<file path="src/rtl/fifo_rr_pop_arbiter_if.sv">
// Bundle between the fifo bank / consumer and the round-robin pop arbiter.
// Handshake: the arbiter drives out_valid/out_data/out_sel from its output
// register; a word moves to the consumer in every cycle where
// out_valid && out_ready are both high at posedge. The consumer may hold
// out_ready low indefinitely; while it does, the word and its source are held.
// pop is a combinational strobe back to the fifos: at most one bit set, and
// only for a fifo that is non-empty and enabled in that same cycle.
// dbg_cur / dbg_cnt expose the arbiter's last granted source and burst count.
interface fifo_rr_pop_arbiter_if #(
    parameter int NUM_FIFOS = 4,
    parameter int WIDTH     = 8,
    parameter int BURST     = 1,
    parameter int SELW      = $clog2(NUM_FIFOS),
    parameter int CNTW      = $clog2(BURST + 1)
);
    logic [NUM_FIFOS-1:0]       empty;
    logic [NUM_FIFOS-1:0]       enable;
    logic [NUM_FIFOS*WIDTH-1:0] fifo_data;
    logic [NUM_FIFOS-1:0]       pop;
    logic                       out_valid;
    logic                       out_ready;
    logic [WIDTH-1:0]           out_data;
    logic [SELW-1:0]            out_sel;
    logic [SELW-1:0]            dbg_cur;
    logic [CNTW-1:0]            dbg_cnt;

    // Arbiter side.
    modport slave (
        input  empty, enable, fifo_data, out_ready,
        output pop, out_valid, out_data, out_sel, dbg_cur, dbg_cnt
    );

    // Fifo bank / consumer side.
    modport master (
        output empty, enable, fifo_data, out_ready,
        input  pop, out_valid, out_data, out_sel, dbg_cur, dbg_cnt
    );
endinterface

</file>
<file path="src/rtl/fifo_rr_pop_arbiter.sv">
// Weighted round-robin pop arbiter: picks at most one non-empty, enabled fifo
// per cycle (up to BURST consecutive grants per source), pops it and registers
// the head word into a single-entry valid/ready output stage.
// The module parameters must match the ones the bus interface was built with.
module fifo_rr_pop_arbiter #(
    parameter int NUM_FIFOS = 4,
    parameter int WIDTH     = 8,
    parameter int BURST     = 1,
    parameter int SELW      = $clog2(NUM_FIFOS),
    parameter int CNTW      = $clog2(BURST + 1)
) (
    input logic                 clk,
    input logic                 rst,
    fifo_rr_pop_arbiter_if.slave bus
);

    localparam logic [CNTW-1:0] BURST_C = CNTW'(BURST);
    localparam logic [SELW:0]   NUM_C   = (SELW+1)'(NUM_FIFOS);

    logic                 out_valid_q;
    logic [WIDTH-1:0]     out_data_q;
    logic [SELW-1:0]      out_sel_q;
    logic [SELW-1:0]      cur;
    logic [CNTW-1:0]      cnt;

    logic [NUM_FIFOS-1:0] eligible;
    logic                 any_eligible;
    logic                 load;
    logic                 stay;
    logic                 pop_go;
    logic [SELW-1:0]      scan_sel;
    logic [SELW:0]        wrap;
    logic [SELW-1:0]      grant;

    assign eligible     = ~bus.empty & bus.enable;
    assign any_eligible = |eligible;
    assign load         = ~out_valid_q | bus.out_ready;
    assign stay         = (cnt != '0) && (cnt < BURST_C) && eligible[cur];

    // Rotating scan starting after cur; iterating from the far end lets the
    // nearest eligible index win without an early exit. cur is checked last.
    always_comb begin
        scan_sel = cur;
        wrap     = '0;
        for (int k = NUM_FIFOS; k >= 1; k--) begin
            wrap = {1'b0, cur} + (SELW+1)'(k);
            if (wrap >= NUM_C) begin
                wrap = wrap - NUM_C;
            end
            if (eligible[wrap[SELW-1:0]]) begin
                scan_sel = wrap[SELW-1:0];
            end
        end
    end

    assign grant  = stay ? cur : scan_sel;
    assign pop_go = load & any_eligible & ~rst;

    // Pop strobe: one-hot on the grant only when the output stage can take it.
    always_comb begin
        bus.pop = '0;
        if (pop_go) begin
            bus.pop = NUM_FIFOS'(1) << grant;
        end
    end

    // Output register and arbitration state (last source, burst length).
    always_ff @(posedge clk) begin
        if (rst) begin
            out_valid_q <= 1'b0;
            out_data_q  <= '0;
            out_sel_q   <= '0;
            cur         <= SELW'(NUM_FIFOS - 1);
            cnt         <= '0;
        end else if (load) begin
            if (any_eligible) begin
                out_valid_q <= 1'b1;
                out_data_q  <= bus.fifo_data[grant*WIDTH +: WIDTH];
                out_sel_q   <= grant;
                if (stay) begin
                    cnt <= cnt + CNTW'(1);
                end else begin
                    cur <= grant;
                    cnt <= CNTW'(1);
                end
            end else begin
                // Nothing to pop: drain the stage and break any burst.
                out_valid_q <= 1'b0;
                cnt         <= '0;
            end
        end
    end

    assign bus.out_valid = out_valid_q;
    assign bus.out_data  = out_data_q;
    assign bus.out_sel   = out_sel_q;
    assign bus.dbg_cur   = cur;
    assign bus.dbg_cnt   = cnt;

endmodule

</file>
<file path="src/flat_wrapper.sv">
// flat-port wrapper written by rule: the top's interface ports become plain ports
module fifo_rr_pop_arbiter_flat 
#(
    parameter int NUM_FIFOS = 4,
    parameter int WIDTH     = 8,
    parameter int BURST     = 1,
    parameter int SELW      = $clog2(NUM_FIFOS),
    parameter int CNTW      = $clog2(BURST + 1)
)
  (clk, rst, bus_empty, bus_enable, bus_fifo_data, bus_out_ready, bus_pop, bus_out_valid, bus_out_data, bus_out_sel, bus_dbg_cur, bus_dbg_cnt);
  fifo_rr_pop_arbiter_if #(.NUM_FIFOS(NUM_FIFOS), .WIDTH(WIDTH), .BURST(BURST), .SELW(SELW), .CNTW(CNTW)) bus_i ();
  input logic clk;
  input logic rst;
  input wire logic [$bits(bus_i.empty)-1:0] bus_empty;
  input wire logic [$bits(bus_i.enable)-1:0] bus_enable;
  input wire logic [$bits(bus_i.fifo_data)-1:0] bus_fifo_data;
  input wire logic [$bits(bus_i.out_ready)-1:0] bus_out_ready;
  output wire logic [$bits(bus_i.pop)-1:0] bus_pop;
  output wire logic [$bits(bus_i.out_valid)-1:0] bus_out_valid;
  output wire logic [$bits(bus_i.out_data)-1:0] bus_out_data;
  output wire logic [$bits(bus_i.out_sel)-1:0] bus_out_sel;
  output wire logic [$bits(bus_i.dbg_cur)-1:0] bus_dbg_cur;
  output wire logic [$bits(bus_i.dbg_cnt)-1:0] bus_dbg_cnt;
  assign bus_i.empty = bus_empty;
  assign bus_i.enable = bus_enable;
  assign bus_i.fifo_data = bus_fifo_data;
  assign bus_i.out_ready = bus_out_ready;
  assign bus_pop = bus_i.pop;
  assign bus_out_valid = bus_i.out_valid;
  assign bus_out_data = bus_i.out_data;
  assign bus_out_sel = bus_i.out_sel;
  assign bus_dbg_cur = bus_i.dbg_cur;
  assign bus_dbg_cnt = bus_i.dbg_cnt;
  fifo_rr_pop_arbiter #(.NUM_FIFOS(NUM_FIFOS), .WIDTH(WIDTH), .BURST(BURST), .SELW(SELW), .CNTW(CNTW)) u_core (.clk(clk), .rst(rst), .bus(bus_i));
endmodule
</file>
<file path="config.mk">
export PLATFORM = sky130hd
export DESIGN_NAME = fifo_rr_pop_arbiter_flat
export DESIGN_NICKNAME = d
export VERILOG_FILES = /design/src/rtl/fifo_rr_pop_arbiter_if.sv /design/src/rtl/fifo_rr_pop_arbiter.sv /design/src/flat_wrapper.sv
export SDC_FILE = /design/constraint.sdc
export NUM_CORES = 1
export LEC_CHECK = 0
export BUFFER_PORTS_ARGS = -buffer_cell sky130_fd_sc_hd__buf_2
export CAP_MARGIN = 30
export CORE_MARGIN = 3
export CORE_UTILIZATION = 38
export CTS_BUF_LIST = sky130_fd_sc_hd__clkbuf_4
export DETAILED_ROUTE_END_ITERATION = 12
export PLACE_DENSITY = 0.81
export SLEW_MARGIN = 0
export SYNTH_ARGS = -nofsm -noshare
export SYNTH_HDL_FRONTEND = slang
export SYNTH_SLANG_ARGS = --single-unit
</file>
<file path="constraint.sdc">
create_clock -name clk -period 1.6 [get_ports clk]
set_input_delay 0.32 -clock clk [delete_from_list [all_inputs] [get_ports clk]]
set_output_delay 0.32 -clock clk [all_outputs]
set_load 0.01 [all_outputs]
</file>
### Word level (Yosys, flattened, before mapping)

Index checks and enable logic that the tools add are counted.

| storage, ports and cells | value |
|---|---|
| register bits after elaboration | 14 |
| bits of input ports | 43 |
| output and inout bits | 18 |
| logic and storage cells | 62 |

| operators by class | value |
|---|---|
| add/sub/neg operators | 9 |
| magnitude comparators | 10 |
| shift-type cells | 2 |
| mux-type cells | 23 |
| bitwise logic cells | 8 |
| reduce and logical (&&, ||, !) cells | 5 |

Operators by type and width:

| kind | number |
|---|---|
| indexed part select 32 x 6 -> 8 bit | 1 |
| two-way mux 2 bit | 9 |
| < comparator 2 x 3 -> 1 bit (second input constant) | 5 |
| >= comparator 3 bit (second input constant) | 4 |
| binary-select mux 1 bit (select 2 bit) | 5 |
| two-way mux 1 bit | 8 |
| subtractor 2 x 1 -> 2 bit (second input constant) | 4 |
| adder 2 x 2 -> 3 bit (second input constant) | 2 |
| bitwise AND 4 bit | 1 |
| two-way mux 4 bit | 1 |
| NOT 4 bit | 1 |
| OR reduction 4 bit | 1 |
| << shifter 1 x 2 -> 4 bit (first input constant) | 1 |
| adder 2 x 1 -> 3 bit (second input constant) | 1 |
| adder 2 x 3 -> 3 bit (second input constant) | 1 |
| NOT 1 bit | 3 |
| AND reduction 3 bit | 1 |
| bitwise AND 1 bit | 2 |
| logical AND 1 bit | 2 |
| AND reduction 2 bit | 1 |
| adder 1 bit (second input constant) | 1 |
| < comparator 1 bit (second input constant) | 1 |
| OR 1 bit | 1 |

### Logic depth before layout (Yosys ltp)

Gate-level depths: netlist of run 1.

| logic depth | value |
|---|---|
| depth after elaboration | 12 |
| gate-level depth with buffers | 6 |
| depth with buffers taken out | 5 |

### Worst setup path after synthesis of run 1

No wires, ideal clock.

| timing path | value |
|---|---|
| path type | reg-to-output |
| start point | reg u_core.cur[1] (netlist: u_core.bus.dbg_cur[1]) |
| end point | out bus_pop[2] |
| arrival time | 1376 ps |
| required time | 1280 ps |
| slack | -96 ps |
| cell stages (with the launch flop) | 6 |
| buffers on the path | 1 |
| path through | dfxtp_1 -> nor3b_1 -> or3_4 -> nand4b_4 -> buf_6 -> nor2b_1 |

| on the way | value |
|---|---|
| longest elaborated chain between the ends | 12 |
| elaborated cells between the ends (all ways) | 34 |
| classes of those cells | add/sub (8); order compare (4); shift (1); mux (20); reduce/logical (1) |

RTL lines:

| element | RTL line | text |
|---|---|---|
| start: declaration | fifo_rr_pop_arbiter.sv:23 | `logic [SELW-1:0] cur;` |
| start signal: assignment | fifo_rr_pop_arbiter.sv:73 | `cur <= SELW'(NUM_FIFOS - 1);` |
| start signal: assignment | fifo_rr_pop_arbiter.sv:83 | `cur <= grant;` |
| adder 2 x 3 -> 3 bit | fifo_rr_pop_arbiter.sv:46 | `wrap = {1'b0, cur} + (SELW+1)'(k);` |
| >= comparator 3 bit / subtractor 2 x 1 -> 2 bit (equally long branches) | fifo_rr_pop_arbiter.sv:47, fifo_rr_pop_arbiter.sv:48 |  |
| two-way mux 2 bit | fifo_rr_pop_arbiter.sv:47 | `if (wrap >= NUM_C) begin` |
| binary-select mux 1 bit (select 2 bit) | fifo_rr_pop_arbiter.sv:50 | `if (eligible[wrap[SELW-1:0]]) begin` |
| two-way mux 1 bit (not written as such) | fifo_rr_pop_arbiter.sv:50 |  |
| two-way mux 2 bit (4 in a row) | fifo_rr_pop_arbiter.sv:50 |  |
| two-way mux 2 bit * | fifo_rr_pop_arbiter.sv:56 | `assign grant = stay ? cur : scan_sel;` |
| << shifter 1 x 2 -> 4 bit * | fifo_rr_pop_arbiter.sv:63 | `bus.pop = NUM_FIFOS'(1) << grant;` |
| two-way mux 4 bit * | fifo_rr_pop_arbiter.sv:62 | `if (pop_go) begin` |
| end: declaration | flat_wrapper.sv:18 | `output wire logic [$bits(bus_i.pop)-1:0] bus_pop;` |

Every way passes the cells marked *; elsewhere a longest branch is shown, timed or not. The select of a mux whose other input is x is not followed.

### Worst setup path in the final report of run 1

Ends and elaborated chain as after synthesis.

==> impl_summary.log, run 1 <==
[metrics] kind of start point of the critical path: flip-flop
[metrics] violated checks: negative setup slack
[metrics] Min-Delay Endpoint: u_core.bus.out_valid$_SDFFE_PP0P_
[metrics] grt ovf: 0
[metrics] antenna violation net count after detailed routing: 0
[metrics] antenna diode count: 0
[metrics] drt drc: 0
[metrics] number of search-and-repair iterations in the first detailed-routing pass: 4
[metrics] most common library cell in the layout ignoring fill and taps: sky130_fd_sc_hd__buf_2
[metrics] synthesis-to-layout area growth: 67.74%
[metrics] average routed wire per standard cell: between 15 and 20 um
[metrics] CP max FO: 7
[metrics] H-tree lvl count: 1
[metrics] total detailed-routing wirelength: approximately 3200 um
[metrics] Cells after Synth: 92
[metrics] routability congestion estimate: roughly 0.75
[metrics] design area: 0.001431 mm^2
[metrics] starting utilization of the core area: 41.79%
[metrics] reg-to-reg setup timing slack: -0.26 ns
[metrics] Mapped Area: 853.3 um^2
[metrics] pin count of the biggest net entering global routing: 9
[metrics] clock root buffer master: sky130_fd_sc_hd__clkbuf_4
[metrics] syn avg cell area: approximately 9.3 um^2
[metrics] Worst-Margin Slew: 0.5520 ns
[metrics] clock transition at the register clock pins on the worst setup and hold paths after CTS: approximately 0.080 ns
[metrics] Hold-fix buffers, CTS: 0
[metrics] standby leakage power: 0.7555 nW
[metrics] Hold Path Class: primary input to flip-flop
[metrics] wire length of the first global-routing pass: 4533 um
[metrics] GRT Util Overall: 21.60%
[metrics] input/output buffers: 60
[metrics] antenna violations before repair: 0
[metrics] time the worst path needs with I/O delays and setup: 2.027 ns
[metrics] IO Count: 61
[metrics] Chip Height: between 50 and 60 um
[metrics] std cell rows: 16
[metrics] most frequent cells in the layout: sky130_fd_sc_hd__buf_2 (59), sky130_fd_sc_hd__buf_4 (18), sky130_fd_sc_hd__mux2i_1 (14)
[metrics] clock latency on the worst-skew pair: a little under 0.3 ns
[metrics] count of final setup violators: 13
[metrics] Critical Path AT: around 1.7 ns
[metrics] Std-Cell Core Area: 0.002042 mm^2
[metrics] number of clock sinks: 13
[metrics] PwrDens: a little over 800 mW/mm^2
[metrics] vias post-DR: 1055
[metrics] Setup WS pre-CTS: -0.2437 ns
[metrics] minimum setup slack in the final design: -0.4271 ns
[metrics] average via count per standard cell: 5.249
[metrics] hold path cells: 2
[metrics] maximum vdd ir drop: 604.4 uV
[metrics] Clock Skews: 0.003069 ns
[metrics] max-slew violations: 0
[metrics] unrepaired setup endpoints after global routing: true
[metrics] area of the die: 0.002850 mm^2
[metrics] outcome: finished with violations
[metrics] post-layout net count: 218
[metrics] Distinct cells, synth: 29
[metrics] Final Cycle Share: 126.7%
[metrics] total number of yosys warnings: 0
[metrics] post-synth net total: 135
[metrics] Detailed Route Iter0 Violations: 12
[metrics] final number of hold-violating endpoints: 0
[metrics] maximum buffer depth of the clock tree: 2
[metrics] Worst Setup Path Type: flip-flop to output port
[metrics] placed instance area: 0.001267 mm^2
[metrics] hold slack: about 0.26 ns
[metrics] TritonCTS clock tree: built
[metrics] Worst Min Path Start: rst
[metrics] Critical Path RT: 1.28 ns
[metrics] vias in the first global route: 1059
[metrics] layout cell share with drive strength beyond 1: 60.92%
[metrics] Sum Neg Setup Slack: -3.133 ns
[metrics] worst rel slew slack: between 60% and 70%
[metrics] total of flip-flops plus latches after synthesis: 13
[metrics] number of cell instances on the worst register-to-register path: 9
[metrics] post-detail-place hpwl: 2188 um
[metrics] Die X: about 53 um
[metrics] Setup crit end kind: output port
[metrics] number of buffers created by CTS: 3
[metrics] Max Cap Viol: 0
[metrics] maximum operating frequency: 0.4933 GHz
[metrics] part of the Yosys area used for sequential elements: between 30% and 40%
[metrics] start of the worst register-to-register path: u_core.bus.dbg_cur[1]$_SDFFE_PP1P_
[metrics] worst reg2reg endpoint: u_core.bus.out_data[0]$_SDFFE_PP0P_
-- routing by layer --
metal	vias up	global-route usage, %	part of all wire [%]
li1	508	-	-
met1	495	23.01	37
met2	41	41.22	55
met3	11	4.507	5.9
met4	0	6.809	2.4
met5	-	0	0
-- flip-flops by register name, summed over array words and instances, names as in the netlist --
signal,cells
u_core.bus.dbg_cur,2
u_core.bus.out_data,8
u_core.bus.out_sel,2
u_core.bus.out_valid,1
-- power by group --
part | total (W) | switching [W] | internal, W
Combinational | 0.000533 | 0.000238 | 0.000295
Sequential | 0.000404 | 0.0000339 | 0.000370
Clock | 0.000216 | 0.000123 | 0.0000932
Total | 0.00115 | 0.000395 | 0.000758
-- repair_timing --
item / 4_1_cts / 5_1_grt
gates cloned: 0 / 0
pin swaps: 9 / 9
setup buffers: 6 / 3
resized for setup: 11 / 8
setup endpoints to repair: 12 / 13
-- stage by stage --
| stage | std cells | total power, W | util, % |
|---|---|---|---|
| after floorplan | 92 | 0.0006619 | - |
| after global placement | 189 | 0.0008248 | 62.07 |
| after detailed placement | 189 | 0.0008412 | 62.07 |
| after CTS | 199 | 0.001110 | 68.01 |
| after global routing | 201 | 0.001214 | 70.10 |
| final | 201 | 0.001153 | 70.10 |
-- how the worst max path moves through the flow --
stage                                          end                                from  slack, ns  depth (start not counted)
2_1_floorplan                           bus_pop[2]                        bus_empty[0]      -0.02                          6
3_3_place_gp                            bus_pop[2]                        bus_empty[0]      -0.17                          7
3_5_place_dp   u_core.bus.out_data[4]$_SDFFE_PP0P_                       bus_enable[1]      -0.24                          7
4_1_cts                                 bus_pop[3]  u_core.bus.dbg_cur[1]$_SDFFE_PP1P_      -0.28                          6
5_1_grt                                 bus_pop[2]  u_core.bus.dbg_cur[1]$_SDFFE_PP1P_      -0.47                          6
6_report                                bus_pop[2]  u_core.bus.dbg_cur[1]$_SDFFE_PP1P_      -0.43                          6
-- cell families (layout without fill, tap and decap cells) --
| kind of cell | after synthesis | count (layout) | share of synthesized area [%] |
|---|---|---|---|
| AOI/OAI and AO/OA | 16 | 16 | 15.84 |
| buffers and inverters | 5 | 87 | 5.571 |
| DFF | 13 | 13 | 30.50 |
| muxes | 16 | 16 | 18.77 |
| and+or+nand+nor | 42 | 42 | 29.33 |
-- cell usage after synthesis --
| library cell | number | area share, % |
|---|---|---|
| sky130_fd_sc_hd__nand2b_4 | 2 | 3.2 |
| sky130_fd_sc_hd__a2bb2oi_1 | 1 | 1.0 |
| sky130_fd_sc_hd__o211ai_1 | 1 | 0.88 |
| sky130_fd_sc_hd__nor3_1 | 2 | 1.2 |
| sky130_fd_sc_hd__nand4b_4 | 1 | 2.8 |
| sky130_fd_sc_hd__nor2_1 | 11 | 4.8 |
| sky130_fd_sc_hd__o21bai_1 | 3 | 2.6 |
| sky130_fd_sc_hd__buf_4 | 1 | 0.88 |
| sky130_fd_sc_hd__nor2b_1 | 4 | 2.9 |
| sky130_fd_sc_hd__o21ai_1 | 1 | 0.59 |
| sky130_fd_sc_hd__nand2_1 | 9 | 4.0 |
| sky130_fd_sc_hd__inv_1 | 1 | 0.44 |
| sky130_fd_sc_hd__buf_6 | 1 | 1.3 |
| sky130_fd_sc_hd__a21oi_1 | 1 | 0.59 |
| sky130_fd_sc_hd__and3_1 | 1 | 0.73 |
| sky130_fd_sc_hd__a41oi_2 | 1 | 1.9 |
| sky130_fd_sc_hd__nand4_1 | 1 | 0.73 |
| sky130_fd_sc_hd__and3b_1 | 1 | 1.0 |
| sky130_fd_sc_hd__and2b_1 | 1 | 0.88 |
| sky130_fd_sc_hd__or3_4 | 1 | 1.3 |
| sky130_fd_sc_hd__or3_1 | 1 | 0.73 |
| sky130_fd_sc_hd__nand2b_1 | 4 | 2.9 |
| sky130_fd_sc_hd__nor3b_1 | 1 | 0.88 |
| sky130_fd_sc_hd__nand3_1 | 2 | 1.2 |
| sky130_fd_sc_hd__mux2i_1 | 16 | 19 |
| sky130_fd_sc_hd__buf_12 | 1 | 2.3 |
| sky130_fd_sc_hd__dfxtp_1 | 13 | 30 |
| sky130_fd_sc_hd__buf_2 | 1 | 0.59 |
| sky130_fd_sc_hd__o221ai_1 | 8 | 8.2 |
-- final cells by class --
type / instances / area [um^2]
flip-flops and latches: 13 / 265.3
multi-input cells: 74 / 610.6
inverters: 1 / 3.754
well taps: 27 / 33.78
repair buffers: 82 / 490.5
clock inverters: 1 / 5.005
clock buffers: 3 / 22.52
fillers: 154 / 610.6
-- worst max-delay path: stages (launching register included) --
cell	delay (ns)
sky130_fd_sc_hd__dfxtp_4	0.40
sky130_fd_sc_hd__nor3b_4	0.06
sky130_fd_sc_hd__buf_4	0.13
sky130_fd_sc_hd__or3_4	0.33
sky130_fd_sc_hd__nand4b_4	0.15
sky130_fd_sc_hd__nor2b_2	0.20
sky130_fd_sc_hd__buf_2	0.15
Note: power is estimated with default switching activity, not from simulation.
==> inputs of run 2 (changes only) <==
--- a/config.mk
+++ b/config.mk
@@ -5,7 +5,7 @@
 export SDC_FILE = /design/constraint.sdc
 export NUM_CORES = 1
 export LEC_CHECK = 0
-export BUFFER_PORTS_ARGS = -buffer_cell sky130_fd_sc_hd__buf_2
+export BUFFER_PORTS_ARGS = -buffer_cell sky130_fd_sc_hd__clkbuf_2
 export CAP_MARGIN = 30
 export CORE_MARGIN = 3
 export CORE_UTILIZATION = 38
==> run 2 against run 1 <==
Net effect: the run still ends with negative setup slack left; cell area is 2.1% lower; hold slack improved by 0.016 ns; global-route usage down 1.0 points; utilization shrank 1.5 points; count of clock-buffer cells in the layout up 1; total power shrank 0.26%; routed wire length is 8.2% lower; final cell count fell by 0.50%; register-to-register slack improved by 0.08 ns; via count shrank 1.2%.
==> impl_summary.log, run 2 (synthesized netlist as in run 1, its figures left out) <==
[metrics] outcome: finished with violations
[metrics] violated checks: negative setup slack
[metrics] standby leakage power: 0.7464 nW (-1.2%)
[metrics] std cell rows: 16 (unchanged)
[metrics] reg-to-reg setup timing slack: -0.18 ns (+0.08 ns)
[metrics] Power Total: 0.001150 W (-0.26%)
[metrics] hold slack: 0.2784 ns (+0.01622 ns)
[metrics] final number of hold-violating endpoints: 0 (unchanged)
[metrics] hold path cells: 2 (unchanged)
[metrics] clock transition at the register clock pins on the worst setup and hold paths after CTS: 0.09 ns (about the same)
[metrics] Chip Height: 53.39 um (unchanged)
[metrics] starting utilization of the core area: 41.79% (unchanged)
[metrics] Worst Min Path Start: rst
[metrics] most frequent cells in the layout: sky130_fd_sc_hd__clkbuf_2 (56), sky130_fd_sc_hd__buf_4 (19), sky130_fd_sc_hd__mux2i_1 (16)
[metrics] average via count per standard cell: 5.210 (-0.74%)
[metrics] drt drc: 0 (unchanged)
[metrics] wire length of the first global-routing pass: 4243 um (-6.4%)
[metrics] minimum setup slack in the final design: -0.2790 ns (+0.1482 ns)
[metrics] max-slew violations: 0 (unchanged)
[metrics] number of cell instances on the worst register-to-register path: 9 (unchanged)
[metrics] unrepaired setup endpoints after global routing: true
[metrics] grt ovf: 0 (unchanged)
[metrics] most common library cell in the layout ignoring fill and taps: sky130_fd_sc_hd__clkbuf_2
[metrics] worst rel slew slack: 61.42% (-1.6 points)
[metrics] count of final setup violators: 12 (-1)
[metrics] average routed wire per standard cell: 14.57 um (-7.7%)
[metrics] Worst Setup Path Type: flip-flop to output port
[metrics] maximum buffer depth of the clock tree: 2 (unchanged)
[metrics] maximum operating frequency: 0.5322 GHz (+7.9%)
[metrics] number of search-and-repair iterations in the first detailed-routing pass: 4 (unchanged)
[metrics] Critical Path AT: 1.56 ns (-0.15 ns)
[metrics] Die X: 53.39 um (unchanged)
[metrics] maximum cell stage delay along the critical path: 0.38 ns (-0.02 ns)
[metrics] number of buffers created by CTS: 3 (unchanged)
[metrics] number of clock sinks: 13 (unchanged)
[metrics] area of the die: 0.002850 mm^2 (unchanged)
[metrics] number of flip-flops in the largest register: 8 (unchanged)
[metrics] antenna violation net count after detailed routing: 0 (unchanged)
[metrics] pin count of the biggest net entering global routing: 9 (unchanged)
[metrics] vias in the first global route: 1004 (-5.2%)
[metrics] Critical Path RT: 1.28 ns (about the same)
[metrics] Worst-Margin Slew: 0.5765 ns (+0.02457 ns)
[metrics] layout cell share with drive strength beyond 1: 58.38% (-2.5 points)
[metrics] CP max FO: 6 (-1)
[metrics] Clock Skews: 0.007281 ns (+0.004212 ns)
[metrics] Fill cells: 162 (+5.2%)
[metrics] crit path cell chain: and3b_1 -> o21bai_1 -> o211ai_1 -> nand2b_4 -> nor2b_2 -> buf_2
[metrics] Util after Layout: 68.63% (-1.5 points)
[metrics] total detailed-routing wirelength: 2913 um (-8.2%)
[metrics] Hold-fix buffers, CTS: 0 (unchanged)
[metrics] antenna violations before repair: 0 (unchanged)
[metrics] maximum vdd ir drop: 625.0 uV (+3.4%)
[metrics] worst reg2reg endpoint: u_core.bus.out_data[7]$_SDFFE_PP0P_
[metrics] antenna diode count: 0 (unchanged)
[metrics] vias post-DR: 1042 (-1.2%)
[metrics] TritonCTS clock tree: built
[metrics] Hold Path Class: primary input to flip-flop
[metrics] Detailed Route Iter0 Violations: 10 (-2)
[metrics] IO Count: 61 (unchanged)
[metrics] input/output buffers: 60 (unchanged)
[metrics] kind of start point of the critical path: flip-flop
[metrics] routability congestion estimate: 0.7803 (+3.4%)
[metrics] clock root buffer master: sky130_fd_sc_hd__clkbuf_4
[metrics] clock latency on the worst-skew pair: 0.29 ns (about the same)
[metrics] master of the slowest instance on the critical path: sky130_fd_sc_hd__dfxtp_4
[metrics] time the worst path needs with I/O delays and setup: 1.879 ns (-0.1482 ns)
[metrics] PwrDens: 820.9 mW/mm^2 (+1.9%)
[metrics] Min-Delay Endpoint: u_core.bus.out_valid$_SDFFE_PP0P_
[metrics] Std-Cell Core Area: 0.002042 mm^2 (unchanged)
[metrics] synthesis-to-layout area growth: 64.22%
[metrics] Max Cap Viol: 0 (unchanged)
[metrics] Setup crit end kind: output port
[metrics] GRT Util Overall: 20.56% (-1.0 points)
[metrics] Final Cycle Share: 117.4% (-9.3 points)
[metrics] start of the worst register-to-register path: u_core.bus.dbg_cur[1]$_SDFFE_PP1P_
[metrics] post-detail-place hpwl: 2144 um (-2.0%)
[metrics] post-layout net count: 217 (-0.46%)
[metrics] H-tree lvl count: 1 (unchanged)
-- run 2: cell count changes in the layout (fill, tap and decap cells not counted), sizes merged --
cell,previous run,this run
clkinv,1,0
clkbuf,3,60
buf,82,25
-- run 2: through the flow --
step                instance area [um^2]  setup slack, ns  cells   TNS, ns
floorplan                          872.1         -0.01858     92  -0.04497
global placement                    1275          -0.1368    190    -1.267
detailed placement                  1275          -0.2167    190    -1.831
CTS                                 1354          -0.2856    199    -1.814
global route                        1401          -0.3312    200    -3.050
finish                              1401          -0.2790    200    -2.054
-- run 2: critical path, delay by kind of cell (launching register included) --
| kind | cells | cell delay [ns] |
|---|---|---|
| AND/OR/NAND/NOR | 3 | 0.47 |
| buffers and inverters | 1 | 0.13 |
| flip-flops | 1 | 0.38 |
| AO/OA/AOI/OAI | 2 | 0.28 |
-- run 2: final cells by class --
| class | instances | area, um^2 | share of cell area [%] |
|---|---|---|---|
| Timing Repair Buffer | 81 | 475.5 | 33.93 |
| Multi-Input combinational cell | 74 | 593.1 | 42.32 |
| Clock buffer | 4 | 30.03 | 2.143 |
| Tap cell | 27 | 33.78 | 2.411 |
| Inverter | 1 | 3.754 | 0.2679 |
| Sequential cell | 13 | 265.3 | 18.93 |
-- run 2: power breakdown --
group | leakage, nW | total (W) | switching, W | internal (W)
sequential | 0.107 | 0.000402 | 0.0000317 | 0.000370
clock | 0.0184 | 0.000244 | 0.000130 | 0.000114
combinational | 0.621 | 0.000504 | 0.000226 | 0.000278
total | 0.746 | 0.00115 | 0.000388 | 0.000763
-- run 2: worst max-delay path by stage --
stage / start / to / cells past startpoint
2_1_floorplan: bus_empty[0] / bus_pop[2] / 6
3_3_place_gp: bus_empty[0] / bus_pop[2] / 7
3_5_place_dp: bus_empty[0] / bus_pop[2] / 7
4_1_cts: u_core.bus.dbg_cur[1]$_SDFFE_PP1P_ / bus_pop[3] / 6
5_1_grt: u_core.bus.dbg_cur[1]$_SDFFE_PP1P_ / bus_pop[2] / 6
6_report: u_core.bus.dbg_cur[1]$_SDFFE_PP1P_ / bus_pop[2] / 6
-- run 2: what timing repair did --
item,CTS,global route
gates resized for setup,7,14
endpoints found under the setup margin,11,14
setup buffers,8,2
pin swaps,3,8
-- run 2: metal layers --
| metal | routed length [um] | track usage (%) |
|---|---|---|
| met1 | 1134 | 23.19 |
| met2 | 1549 | 35.31 |
| met3 | 148 | 3.099 |
| met4 | 80 | 13.19 |
| met5 | 0 | 0 |
==> inputs of run 3 (changes only) <==
--- a/config.mk
+++ b/config.mk
@@ -16,3 +16,4 @@
 export SYNTH_ARGS = -nofsm -noshare
 export SYNTH_HDL_FRONTEND = slang
 export SYNTH_SLANG_ARGS = --single-unit
+export TNS_END_PERCENT = 1
==> run 3 against run 2 <==
Net effect: critical path depth unchanged; via count fell by 7.8%; largest power group unchanged; hold slack improved by 0.00079 ns; die area unchanged; count of clock-buffer cells in the layout is 1 lower; the run still ends with negative setup slack left; worst setup slack better by 0.016 ns; flip-flop and latch count unchanged.
==> impl_summary.log, run 3 (synthesized netlist as in run 1, its figures left out) <==
[metrics] max-slew violations: 0 (unchanged)
[metrics] worst rel slew slack: 64.84% (+3.4 points)
[metrics] part of the total power dissipated in sequential elements: 38.6% (+3.6 points)
[metrics] Hold Path Class: primary input to flip-flop
[metrics] worst reg2reg endpoint: u_core.bus.out_data[2]$_SDFFE_PP0P_
[metrics] Std-Cell Core Area: 0.002042 mm^2 (unchanged)
[metrics] number of buffers created by CTS: 3 (unchanged)
[metrics] routability congestion estimate: 0.7462 (-4.4%)
[metrics] kind of start point of the critical path: flip-flop
[metrics] antenna violation net count after detailed routing: 0 (unchanged)
[metrics] Clock Skews: 0.0009254 ns (-0.006356 ns)
[metrics] drt drc: 0 (unchanged)
[metrics] Worst Setup Path Type: flip-flop to output port
[metrics] vias in the first global route: 886 (-12%)
[metrics] time the worst path needs with I/O delays and setup: 1.863 ns (-0.01604 ns)
[metrics] Critical Path AT: 1.54 ns (-0.02 ns)
[metrics] clock latency on the worst-skew pair: 0.28 ns (about the same)
[metrics] layout cell share with drive strength beyond 1: 54.55% (-3.8 points)
[metrics] maximum vdd ir drop: 637.6 uV (+2.0%)
[metrics] pin count of the biggest net entering global routing: 9 (unchanged)
[metrics] post-detail-place hpwl: 2113 um (-1.4%)
[metrics] end point of the critical path: bus_pop[3]
[metrics] average via count per standard cell: 5.005 (-3.9%)
[metrics] minimum setup slack in the final design: -0.2629 ns (+0.01604 ns)
[metrics] GRT Util Overall: 17.41% (-3.1 points)
[metrics] design internal power: 0.0006936 W (-9.1%)
[metrics] area of the die: 0.002850 mm^2 (unchanged)
[metrics] Logic pwr share: 42.0% (-1.8 points)
[metrics] number of clock sinks: 13 (unchanged)
[metrics] final number of hold-violating endpoints: 0 (unchanged)
[metrics] wire length of the first global-routing pass: 3594 um (-15%)
[metrics] maximum buffer depth of the clock tree: 2 (unchanged)
[metrics] Hold-fix buffers, CTS: 0 (unchanged)
[metrics] number of search-and-repair iterations in the first detailed-routing pass: 4 (unchanged)
[metrics] switching power: 0.0003401 W (-12%)
[metrics] count of final setup violators: 12 (unchanged)
[metrics] H-tree lvl count: 1 (unchanged)
[metrics] violated checks: negative setup slack
[metrics] most frequent cells in the layout: sky130_fd_sc_hd__clkbuf_2 (57), sky130_fd_sc_hd__mux2i_1 (16), sky130_fd_sc_hd__buf_4 (13)
[metrics] unrepaired setup endpoints after global routing: true
[metrics] Worst-Margin Slew: 0.5254 ns (-0.05108 ns)
[metrics] grt ovf: 0 (unchanged)
[metrics] share of total power consumed by net switching: 32.90% (-0.79 points)
[metrics] input/output buffers: 60 (unchanged)
[metrics] start of the worst register-to-register path: u_core.bus.dbg_cur[1]$_SDFFE_PP1P_
[metrics] most common library cell in the layout ignoring fill and taps: sky130_fd_sc_hd__clkbuf_2
[metrics] Die X: 53.39 um (unchanged)
[metrics] PwrDens: 788.4 mW/mm^2 (-4.0%)
[metrics] average routed wire per standard cell: 12.95 um (-11%)
[metrics] CP max FO: 8 (+2)
[metrics] Critical Path RT: 1.28 ns (about the same)
[metrics] starting utilization of the core area: 41.79% (unchanged)
[metrics] hold slack: 0.2792 ns (+0.0007860 ns)
[metrics] std cell rows: 16 (unchanged)
[metrics] Max Cap Viol: 0 (unchanged)
[metrics] total detailed-routing wirelength: 2487 um (-15%)
[metrics] amount of wire on met3 after detailed routing: 173 um (+17%)
[metrics] Sum Neg Setup Slack: -1.183 ns (+0.8708 ns)
[metrics] part of the power in the clock network: 19.3% (-1.9 points)
[metrics] TritonCTS clock tree: built
[metrics] start point of the critical path: u_core.bus.dbg_cur[1]$_SDFFE_PP1P_
[metrics] outcome: finished with violations
[metrics] IO Count: 61 (unchanged)
[metrics] post-layout net count: 209 (-3.7%)
[metrics] Final Cycle Share: 116.4% (-1.0 points)
[metrics] antenna diode count: 0 (unchanged)
[metrics] highest routing layer actually used: met4
[metrics] maximum operating frequency: 0.5368 GHz (+0.86%)
[metrics] reg-to-reg setup timing slack: -0.04 ns (+0.14 ns)
[metrics] clock root buffer master: sky130_fd_sc_hd__clkbuf_4
[metrics] Setup crit end kind: output port
[metrics] Detailed Route Iter0 Violations: 6 (-4)
[metrics] Chip Height: 53.39 um (unchanged)
[metrics] WL met2: 1381 um (-11%)
[metrics] clock transition at the register clock pins on the worst setup and hold paths after CTS: 0.08 ns (about the same)
[metrics] standby leakage power: 0.7004 nW (-6.2%)
[metrics] number of cell instances on the worst register-to-register path: 7 (-2)
[metrics] antenna violations before repair: 0 (unchanged)
[metrics] Post-Route M1 WL: 901 um (-21%)
[metrics] vias post-DR: 961 (-7.8%)
[metrics] synthesis-to-layout area growth: 53.67%
[metrics] number of flip-flops in the largest register: 8 (unchanged)
run 3: worst min path at each step:
stage / from / end / cells after the start
after CTS: rst / u_core.bus.out_valid$_SDFFE_PP0P_ / 2
after global routing: rst / u_core.bus.out_valid$_SDFFE_PP0P_ / 2
final: rst / u_core.bus.out_valid$_SDFFE_PP0P_ / 2
after detailed placement: u_core.bus.out_data[5]$_SDFFE_PP0P_ / u_core.bus.out_data[5]$_SDFFE_PP0P_ / 2
after global placement: u_core.bus.out_data[0]$_SDFFE_PP0P_ / u_core.bus.out_data[0]$_SDFFE_PP0P_ / 2
after floorplan: rst / u_core.bus.out_valid$_SDFFE_PP0P_ / 1
run 3: critical path: stages (launching register included):
cell	delay (ns)
sky130_fd_sc_hd__dfxtp_4	0.37
sky130_fd_sc_hd__buf_4	0.14
sky130_fd_sc_hd__nand2b_1	0.13
sky130_fd_sc_hd__a21oi_1	0.12
sky130_fd_sc_hd__nand4b_4	0.20
sky130_fd_sc_hd__and3_4	0.21
sky130_fd_sc_hd__buf_6	0.09
run 3: routing by layer:
metal | vias to the layer above | GRT usage, %
li1 | 487 | -
met1 | 438 | 18.66
met2 | 32 | 31.43
met3 | 4 | 5.915
met4 | 0 | 5.532
met5 | - | 0
run 3: per-stage QoR:
step	setup slack [ns]	utilization [%]	total power (W)	std cells	instance area, um^2
floorplan	-0.03086	-	0.0006611	92	864.6
global placement	-0.1413	60.97	0.0008119	187	1245
detailed placement	-0.2020	60.97	0.0008248	187	1245
CTS	-0.2952	63.79	0.001042	192	1303
global route	-0.3948	64.22	0.001110	192	1311
finish	-0.2629	64.22	0.001034	192	1311
run 3: area by class of cell:
class / instances / area [um^2]
Fill cell: 183 / 730.7
Inverter: 1 / 3.754
Clock inverter: 1 / 5.005
Timing Repair Buffer: 73 / 404.1
Multi-Input combinational cell: 74 / 578.1
Sequential cell: 13 / 264.0
Tap cell: 27 / 33.78
Clock buffer: 3 / 22.52
run 3: power groups by stage:
stage                     clock network [W]  registers (W)  logic [W]
after detailed placement                  0       0.000405   0.000419
after global routing               0.000233       0.000406   0.000471
after global placement                    0       0.000404   0.000408
after floorplan                           0       0.000426   0.000235
final                              0.000200       0.000399   0.000435
after CTS                          0.000209       0.000399   0.000433
run 3: what timing repair did:
action | 4_1_cts | 5_1_grt
gates resized for setup | 5 | 5
setup endpoints to repair | 12 | 12
pin swaps | 4 | 4
cloned | 0 | 0
buffers inserted | 1 | 0
